File: src/rtl/fetch_unit_if.sv
// Bundles the instruction-memory port, redirect request and decode handshake
// of the fetch stage so they can be passed around as a single port.
interface fetch_unit_if #(
  parameter int AWIDTH = 32,
  parameter int DWIDTH = 32
);
  logic [AWIDTH-1:0] imem_addr_o;
  logic              imem_read_en_o;
  logic [DWIDTH-1:0] imem_data_i;
  logic              redirect_i;
  logic [AWIDTH-1:0] redirect_pc_i;
  logic              insn_valid_o;
  logic              insn_ready_i;
  logic [DWIDTH-1:0] insn_o;
  logic [AWIDTH-1:0] pc_o;
  logic              fault_o;
  logic [31:0]       retire_count_o;

  modport master (
    output imem_addr_o, imem_read_en_o, insn_valid_o, insn_o, pc_o,
           fault_o, retire_count_o,
    input  imem_data_i, redirect_i, redirect_pc_i, insn_ready_i
  );

  modport slave (
    input  imem_addr_o, imem_read_en_o, insn_valid_o, insn_o, pc_o,
           fault_o, retire_count_o,
    output imem_data_i, redirect_i, redirect_pc_i, insn_ready_i
  );
endinterface

File: src/rtl/fetch_unit.sv
// Instruction fetch stage: owns the fetch PC, buffers combinationally returned
// words in a small FIFO and hands them to decode over valid/ready.
module fetch_unit #(
  parameter int                AWIDTH    = 32,
  parameter int                DWIDTH    = 32,
  parameter logic [AWIDTH-1:0] BASE_ADDR = 32'h01000000,
  parameter int                DEPTH     = 2
) (
  input logic          clk,
  input logic          rst,
  fetch_unit_if.master bus
);

  localparam int              PW   = $clog2(DEPTH);
  localparam logic [PW:0]     FULL = (PW+1)'(DEPTH);

  typedef enum logic {FETCHING, HALTED} state_t;

  state_t            state, state_next;
  logic [AWIDTH-1:0] fetch_pc;
  logic [DWIDTH-1:0] insn_buf [DEPTH];
  logic [AWIDTH-1:0] pc_buf   [DEPTH];
  logic [PW-1:0]     head, tail;
  logic [PW:0]       count;
  logic [31:0]       retire_count;
  logic              read_en, push, pop, misaligned, halted;

  assign halted     = (state == HALTED);
  assign misaligned = (bus.redirect_pc_i[1:0] != 2'b00);
  assign read_en    = (count != FULL) && !halted;
  assign push       = read_en && !bus.redirect_i;
  assign pop        = bus.insn_valid_o && bus.insn_ready_i;

  assign bus.imem_addr_o    = fetch_pc;
  assign bus.imem_read_en_o = read_en;
  assign bus.insn_valid_o   = (count != '0) && !bus.redirect_i;
  assign bus.insn_o         = insn_buf[head];
  assign bus.pc_o           = pc_buf[head];
  assign bus.fault_o        = halted;
  assign bus.retire_count_o = retire_count;

  // A misaligned redirect halts fetch permanently; only reset recovers.
  always_comb begin
    state_next = state;
    if (bus.redirect_i && misaligned) begin
      state_next = HALTED;
    end
  end

  always_ff @(posedge clk or posedge rst) begin
    if (rst) begin
      state <= FETCHING;
    end else begin
      state <= state_next;
    end
  end

  // Redirect flushes the buffer and wins over any push or pop in that cycle.
  always_ff @(posedge clk or posedge rst) begin
    if (rst) begin
      fetch_pc     <= BASE_ADDR;
      head         <= '0;
      tail         <= '0;
      count        <= '0;
      retire_count <= '0;
      for (int i = 0; i < DEPTH; i++) begin
        insn_buf[i] <= '0;
        pc_buf[i]   <= '0;
      end
    end else if (bus.redirect_i) begin
      fetch_pc <= bus.redirect_pc_i;
      head     <= '0;
      tail     <= '0;
      count    <= '0;
    end else begin
      if (push) begin
        insn_buf[tail] <= bus.imem_data_i;
        pc_buf[tail]   <= fetch_pc;
        tail           <= tail + (PW)'(1);
        fetch_pc       <= fetch_pc + (AWIDTH)'(4);
      end
      if (pop) begin
        head         <= head + (PW)'(1);
        retire_count <= retire_count + 32'd1;
      end
      if (push && !pop) begin
        count <= count + (PW+1)'(1);
      end else if (!push && pop) begin
        count <= count - (PW+1)'(1);
      end
    end
  end

endmodule

File: src/flat_wrapper.sv
// flat-port wrapper written by rule: the top's interface ports become plain ports
module fetch_unit_flat 
#(
  parameter int                AWIDTH    = 32,
  parameter int                DWIDTH    = 32,
  parameter logic [AWIDTH-1:0] BASE_ADDR = 32'h01000000,
  parameter int                DEPTH     = 2
)
  (clk, rst, bus_imem_addr_o, bus_imem_read_en_o, bus_insn_valid_o, bus_insn_o, bus_pc_o, bus_fault_o, bus_retire_count_o, bus_imem_data_i, bus_redirect_i, bus_redirect_pc_i, bus_insn_ready_i);
  fetch_unit_if #(.AWIDTH(AWIDTH), .DWIDTH(DWIDTH)) bus_i ();
  input logic clk;
  input logic rst;
  output wire logic [$bits(bus_i.imem_addr_o)-1:0] bus_imem_addr_o;
  output wire logic [$bits(bus_i.imem_read_en_o)-1:0] bus_imem_read_en_o;
  output wire logic [$bits(bus_i.insn_valid_o)-1:0] bus_insn_valid_o;
  output wire logic [$bits(bus_i.insn_o)-1:0] bus_insn_o;
  output wire logic [$bits(bus_i.pc_o)-1:0] bus_pc_o;
  output wire logic [$bits(bus_i.fault_o)-1:0] bus_fault_o;
  output wire logic [$bits(bus_i.retire_count_o)-1:0] bus_retire_count_o;
  input wire logic [$bits(bus_i.imem_data_i)-1:0] bus_imem_data_i;
  input wire logic [$bits(bus_i.redirect_i)-1:0] bus_redirect_i;
  input wire logic [$bits(bus_i.redirect_pc_i)-1:0] bus_redirect_pc_i;
  input wire logic [$bits(bus_i.insn_ready_i)-1:0] bus_insn_ready_i;
  assign bus_imem_addr_o = bus_i.imem_addr_o;
  assign bus_imem_read_en_o = bus_i.imem_read_en_o;
  assign bus_insn_valid_o = bus_i.insn_valid_o;
  assign bus_insn_o = bus_i.insn_o;
  assign bus_pc_o = bus_i.pc_o;
  assign bus_fault_o = bus_i.fault_o;
  assign bus_retire_count_o = bus_i.retire_count_o;
  assign bus_i.imem_data_i = bus_imem_data_i;
  assign bus_i.redirect_i = bus_redirect_i;
  assign bus_i.redirect_pc_i = bus_redirect_pc_i;
  assign bus_i.insn_ready_i = bus_insn_ready_i;
  fetch_unit #(.AWIDTH(AWIDTH), .DWIDTH(DWIDTH), .BASE_ADDR(BASE_ADDR), .DEPTH(DEPTH)) u_core (.clk(clk), .rst(rst), .bus(bus_i));
endmodule
File: config.mk
export PLATFORM = sky130hd
export DESIGN_NAME = fetch_unit_flat
export DESIGN_NICKNAME = d
export VERILOG_FILES = /design/src/rtl/fetch_unit_if.sv /design/src/rtl/fetch_unit.sv /design/src/flat_wrapper.sv
export SDC_FILE = /design/constraint.sdc
export NUM_CORES = 1
export LEC_CHECK = 0
export CAP_MARGIN = 20
export CORE_MARGIN = 5
export CORE_UTILIZATION = 55
export CTS_BUF_LIST = sky130_fd_sc_hd__clkbuf_2 sky130_fd_sc_hd__clkbuf_4 sky130_fd_sc_hd__clkbuf_8
export DETAILED_ROUTE_END_ITERATION = 7
export PLACE_DENSITY = 0.95
export SKIP_LAST_GASP = 1
export SYNTH_ARGS = -nofsm -noshare
export SYNTH_HDL_FRONTEND = slang
export SYNTH_SLANG_ARGS = --single-unit
File: constraint.sdc
create_clock -name clk -period 9.37 [get_ports clk]
set_input_delay 0.937 -clock clk [delete_from_list [all_inputs] [get_ports clk]]
set_output_delay 0.937 -clock clk [all_outputs]
set_load 0.01 [all_outputs]
* Yosys cells after proc, flatten, opt, wreduce, memory -nomap -nowiden
Cells that the tools add are included.
Cells by class: eq/ne operators 1, mux-type cells 19, $lt $le $gt $ge 3, $add $sub $neg 6, reduce and logical (&&, ||, !) cells 19, bitwise gates (word level) 3
Operator list (count):
- 32-bit two-way mux | 9
- 64-bit bitwise mux | 2
- 32-bit by 1-bit adder with 32-bit output, second input constant | 1
- 32-bit by 3-bit adder with 32-bit output, second input constant | 1
- 32-bit demux with 1-bit select | 1
- 1-bit logical AND | 8
- 2-bit nonzero test | 4
- 2-bit two-way mux | 3
- 2-bit greater-or-equal comparator, second input constant | 2
- 1-bit zero test | 4
- 1-bit two-way mux | 4
- 1-bit inverter with 2-bit output | 2
- 2-bit AND reduction | 2
- 3-bit nonzero test | 1
- 1-bit adder, second input constant | 2
- 2-bit by 1-bit adder with 2-bit output, second input constant | 1
- 2-bit by 1-bit less-than comparator with 1-bit output, second input constant | 1
- 2-bit inequality test, second input constant | 1
- 2-bit by 1-bit subtractor with 2-bit output, second input constant | 1
- 1-bit inverter | 1
Word-level totals: word-level logic and storage cells 61, output and inout bits 131, bits of input ports 68, flip-flop bits (word level) 197

* Logic depth before layout (Yosys ltp)
depth in word-level cells 8, mapped depth 7, mapped depth without buffers 6

* Least setup slack after synthesis
Ideal clock, no wire load.
path kind input-to-reg, start point input bus_redirect_i, end point register u_core.insn_buf[32] in the netlist's numbering, cell stages on the path 4, library setup time 125 ps, path slack 7024 ps, arrival time 2221 ps, buffers on the path 2, path through buf_2 nor4_4 buf_6 mux2_4
Between the ends: cells in the longest elaborated chain, start to end 3, elaborated cells between the ends (all ways) 4, classes of those cells bitwise: 1; reduce/logical: 3
RTL lines:
- from (decl) | line flat_wrapper.sv:21 | input wire logic [$bits(bus_i.redirect_i)-1:0] bus_redirect_i;
- 1-bit zero test | line fetch_unit.sv:31 | assign push = read_en && !bus.redirect_i;
- 1-bit logical AND | line fetch_unit.sv:31
- 2-bit AND reduction (no line) *
- to (signal, indexed assignment) | line fetch_unit.sv:77 | insn_buf[tail] <= bus.imem_data_i;
- to (decl) | line fetch_unit.sv:21 | logic [DWIDTH-1:0] insn_buf [DEPTH];
Mark *: on every way between the ends. The rest lies on a longest branch, timed or not. A chain may end at the register's enable or synchronous reset.

* Worst setup path in the final report
start point register u_core.head, end point output bus_insn_o[12]
Between the ends: cells in the longest elaborated chain, start to end 4
RTL lines:
- from (decl) | line fetch_unit.sv:23 | logic [PW-1:0] head, tail;
- from (signal assigned) | line fetch_unit.sv:83 | head <= head + (PW)'(1);
- 1-bit inverter with 2-bit output (not written as such) | line fetch_unit.sv:37 | assign bus.insn_o = insn_buf[head];
- 32-bit two-way mux (not written as such) (3 in series) | line fetch_unit.sv:37
- to (decl) | line flat_wrapper.sv:16 | output wire logic [$bits(bus_i.insn_o)-1:0] bus_insn_o;
Every way passes these cells. The select of a mux whose other input is x is not followed.

==> reports/results.env <==
BUFFER_PORTS.INSERTED=198
GRT_START_MAX_NET_PINS=124
MUXSHAREOFSYNTHAREA=0.2562
POST-ROUTE-DRC-COUNT=0
POST-ROUTE-PERIOD-UTIL=0.3987
CRITICAL_PATH.ENDPOINT_TYPE='primary output'
DIE_AREA_UM2=19320
BOUNDARYPINS=199
CTS_TREE='yes'
GR-USAGE-ALL-LAYERS=0.2265
SYNTH_AREA_UM2=9151
POST-CTS-SETUP-BUFFERS=0
INTPOWER_uW=1471
CAP_VIOL_MAX_COUNT=0
WORST_PIN_SLEW_PS=995.9
DETAIL_ROUTE.WIRELENGTH_UM=21760
LAYOUT-AREA-OVERHEAD-VS-SYNTH_PCT=28.03
CTS_BUFFER_DEPTH=2
REQUIRED_PS=8430
FINAL-HOLD-VIOLATION-COUNT=0
HOLD_PATH.CLASS='flop to flop'
RSZ_0062_RAISED_AFTER_GLOBAL_ROUTING='no'
SYNTHESIS.YOSYS.WARNINGS=0
FINAL.FILL_COUNT=1110
P_TOTAL_uW=1970
VIA_PER_INST=5.578
YS_TOP_CELLS_BY_AREA='dfrtp_1 (54%), mux2_2 (19%), mux2_4 (6.6%)'
TIMING.SETUP.CRITICAL_PATH_CLASS='flop to primary output'
FLOORPLAN.DIE.WIDTH_UM=139.0
HTREE_LEVELS=4
CLOCK_SINK_COUNT=197
WORST_HOLD_PATH.NUM_CELLS=1
NETS=951
SHARE_SEQ_OF_TOTAL_POWER=0.506
SYNTHESIZED_AREA_FRACTION_OCCUPIED_BY_AO_OA_AOI_AND_OAI_CELLS=0.02201
YOSYS.CELL_TYPES.COUNT=39
ANT_NETS=0
POST_SYNTH.CELL_AREA_AVG_UM2=13.21
VIA_COUNT=6214
OUTCOME='finished clean'
GRT_FIRST_PASS_WIRELENGTH_UM=35220
LEAKAGE_uW=0.005072
SYNTH-XOR-AREA-SHARE=0.05934
TIMING.CRITICAL_PATH.ARRIVAL_PS=2800
WORST_IR_DROP_VDD_mV=0.1070
CTS.REPORTEDPATHS.CLKPINSLEW_PS=90
FMAX_GHz=0.2677
SYNTH_ADDER_AREA_SHARE=0.002734
START_UTIL=0.5558
LAYOUT_COMMON_CELLS='clkdlybuf4s50_1 (197), dfrtp_1 (195), mux2_2 (154)'
GPL_WTD_CONG=0.8287
POWER.SHARE.CLOCK=0.310
DR.PASS1.ITERS=5
REGAREA_UM2=4932
NETSWITCHINGPOWER_uW=499.0
CLOCK_TREE.ROOT_CELL='clkbuf_8'
POWER_DENSITY_nW_PER_UM2=168.1
ANTENNA_FOUND_INITIAL=1
CRITPATHMAXFANOUT=34
POST-ROUTE-MIN-PERIOD_PS=3736
CLOCK_SKEW_PS=13.83
FLOORPLAN.CORE_AREA_UM2=16470
TIMING.FINAL.MAX_SLEW_VIOLATIONS=0
SUM_OF_NEGATIVE_SETUP_SLACK_PS=0
POWER.SWITCHING_FRACTION=0.2533
DR.FIRST_ITER.DRC_COUNT=373
SYNTH.YOSYS.SEQ_AREA_SHARE=0.5388
NUMBER_OF_ROWS_CREATED_AT_FLOORPLAN=47
ANTENNA_CELLS_INSERTED=0
CTS_INSERTED_BUFFERS=17
POSTSYNTHCELLCOUNT=693
POSTSYNTHNETCOUNT=763
POST_DRT_WL_PER_CELL_UM=19.54
SYNTH_TOP_FAMILY_BY_AREA='multiplexers'
QUANTITY_OF_HOLD_FIXING_BUFFERS_ADDED_AFTER_CTS=0
SYNTH_TOP_CELL_BY_AREA='dfrtp_1'
YOSYS.AREA.TOP_TYPE_SHARE=0.5360
STARTPOINT_TYPE='flop'
LAYOUT_COMMONEST_CELL='clkdlybuf4s50_1'
GLOBAL_ROUTE.OVERFLOW_TOTAL=0
SYNTHSIMPLEGATEAREAFRAC=0.09461
POST_ROUTE_CELLS_DRIVE_ABOVE_1_SHARE=0.2763
CLK-INSERTION-DELAY-LATE_PS=460
DIEHEIGHT_UM=139.0
CTS.REPAIR.RESIZED=0
MULTI_INPUT_AREA_UM2=3993
VIA_COUNT_OF_THE_FIRST_GLOBAL_ROUTING_PASS=6577
MAX-SLEW-MARGIN-REL=0.3305
SETUP_VIOL=0
SHARE_COMB_OF_TOTAL_POWER=0.183
DP_HPWL_UM=15410
TIMING.REG2REG.WORST_PATH_DEPTH=5
SYNTH-SEQ-CELLS=197
registers in the layout (all words and copies together) (netlist names):
register,count
u_core.tail,1
u_core.bus.fault_o,1
u_core.bus.imem_addr_o,32
u_core.bus.retire_count_o,32
u_core.pc_buf,64
u_core.insn_buf,64
u_core.head,1
u_core.count,2
final cells by class:
type,instances,share of cell area
clock buffer,19,0.02232
clock inverter,13,0.01634
inverter,5,0.002243
multi-input combinational,454,0.3408
sequential,197,0.4210
tap,220,0.02349
timing repair buffer,206,0.1739
power by group through the flow:
stage / Sequential, µW / Combinational (µW) / Clock, µW
2_1_floorplan: 993 / 180 / 0
3_3_place_gp: 1010 / 352 / 0
3_5_place_dp: 1010 / 364 / 0
4_1_cts: 996 / 366 / 621
5_1_grt: 1010 / 388 / 656
6_report: 997 / 361 / 612
per-stage QoR:
stage / area [µm²] / worst slack [ps] / util / hold slack, ps / std cells
3_5_place_dp: 11260 / 6084 / 0.6840 / 487.0 / 1082
3_3_place_gp: 11260 / 6116 / 0.6840 / 457.4 / 1082
6_report: 11720 / 5634 / 0.7116 / 493.3 / 1114
2_1_floorplan: 9151 / 3066 / - / 474.9 / 693
5_1_grt: 11720 / 5493 / 0.7116 / 511.4 / 1114
4_1_cts: 11720 / 5584 / 0.7116 / 499.5 / 1114
final timing paths:
kind / from / to / slack (ps)
hold / removal: u_core.bus.retire_count_o[31]$_DFFE_PP0P_ / u_core.bus.retire_count_o[31]$_DFFE_PP0P_ / 490
max in group asynchronous: rst / u_core.head$_DFFE_PP0P_ / 6860
setup / recovery: u_core.head$_DFFE_PP0P_ / bus_insn_o[12] / 5630
min in group asynchronous: rst / u_core.bus.retire_count_o[24]$_DFFE_PP0P_ / 1030
hold reg to reg: u_core.bus.retire_count_o[31]$_DFFE_PP0P_ / u_core.bus.retire_count_o[31]$_DFFE_PP0P_ / 490
setup reg to reg: u_core.bus.imem_addr_o[7]$_DFFE_PP0P_ / u_core.bus.imem_addr_o[26]$_DFFE_PP0P_ / 6890
logic make-up after synthesis:
group                      Yosys count
adders and majority gates            2
DFF                                197
AOI/OAI and AO/OA                   38
buffers and inverters               42
xor gates and xnor gates            62
muxes                              195
and+or+nand+nor                    157
cell usage after synthesis:
cell / count
a21oi_1: 1
a31oi_1: 1
and2_1: 4
and3_1: 12
and4_1: 7
and4bb_1: 1
buf_1: 2
buf_2: 6
buf_4: 6
buf_6: 7
clkbuf_1: 16
dfrtp_1: 196
dfstp_2: 1
ha_1: 2
inv_1: 5
mux2_2: 154
mux2_4: 40
mux2i_1: 1
nand2_1: 50
nand2b_1: 2
nand3_1: 20
nand4_1: 31
nor2_1: 14
nor2_2: 1
nor2b_1: 1
nor3_1: 5
nor3_2: 1
nor3b_1: 2
nor3b_2: 2
nor4_1: 1
nor4_4: 2
nor4b_1: 1
o211ai_1: 1
o21ai_0: 31
o21ai_1: 2
o21ba_2: 1
o21bai_1: 1
xnor2_1: 28
xor2_1: 34
worst max-delay path, stage by stage, from the launching register on:
cell	delay [ps]
dfrtp_2	900
buf_4	520
mux2_2	400
clkdlybuf4s50_1	490
layer usage:
layer / GRT usage / up-vias / share of wire
met2: 0.3702 / 234 / 0.49
li1: - / 2835 / -
met5: 0 / - / 0.00051
met1: 0.3062 / 3112 / 0.44
met3: 0.05724 / 31 / 0.059
met4: 0.05716 / 2 / 0.012
(Power assumes the default switching activity.)
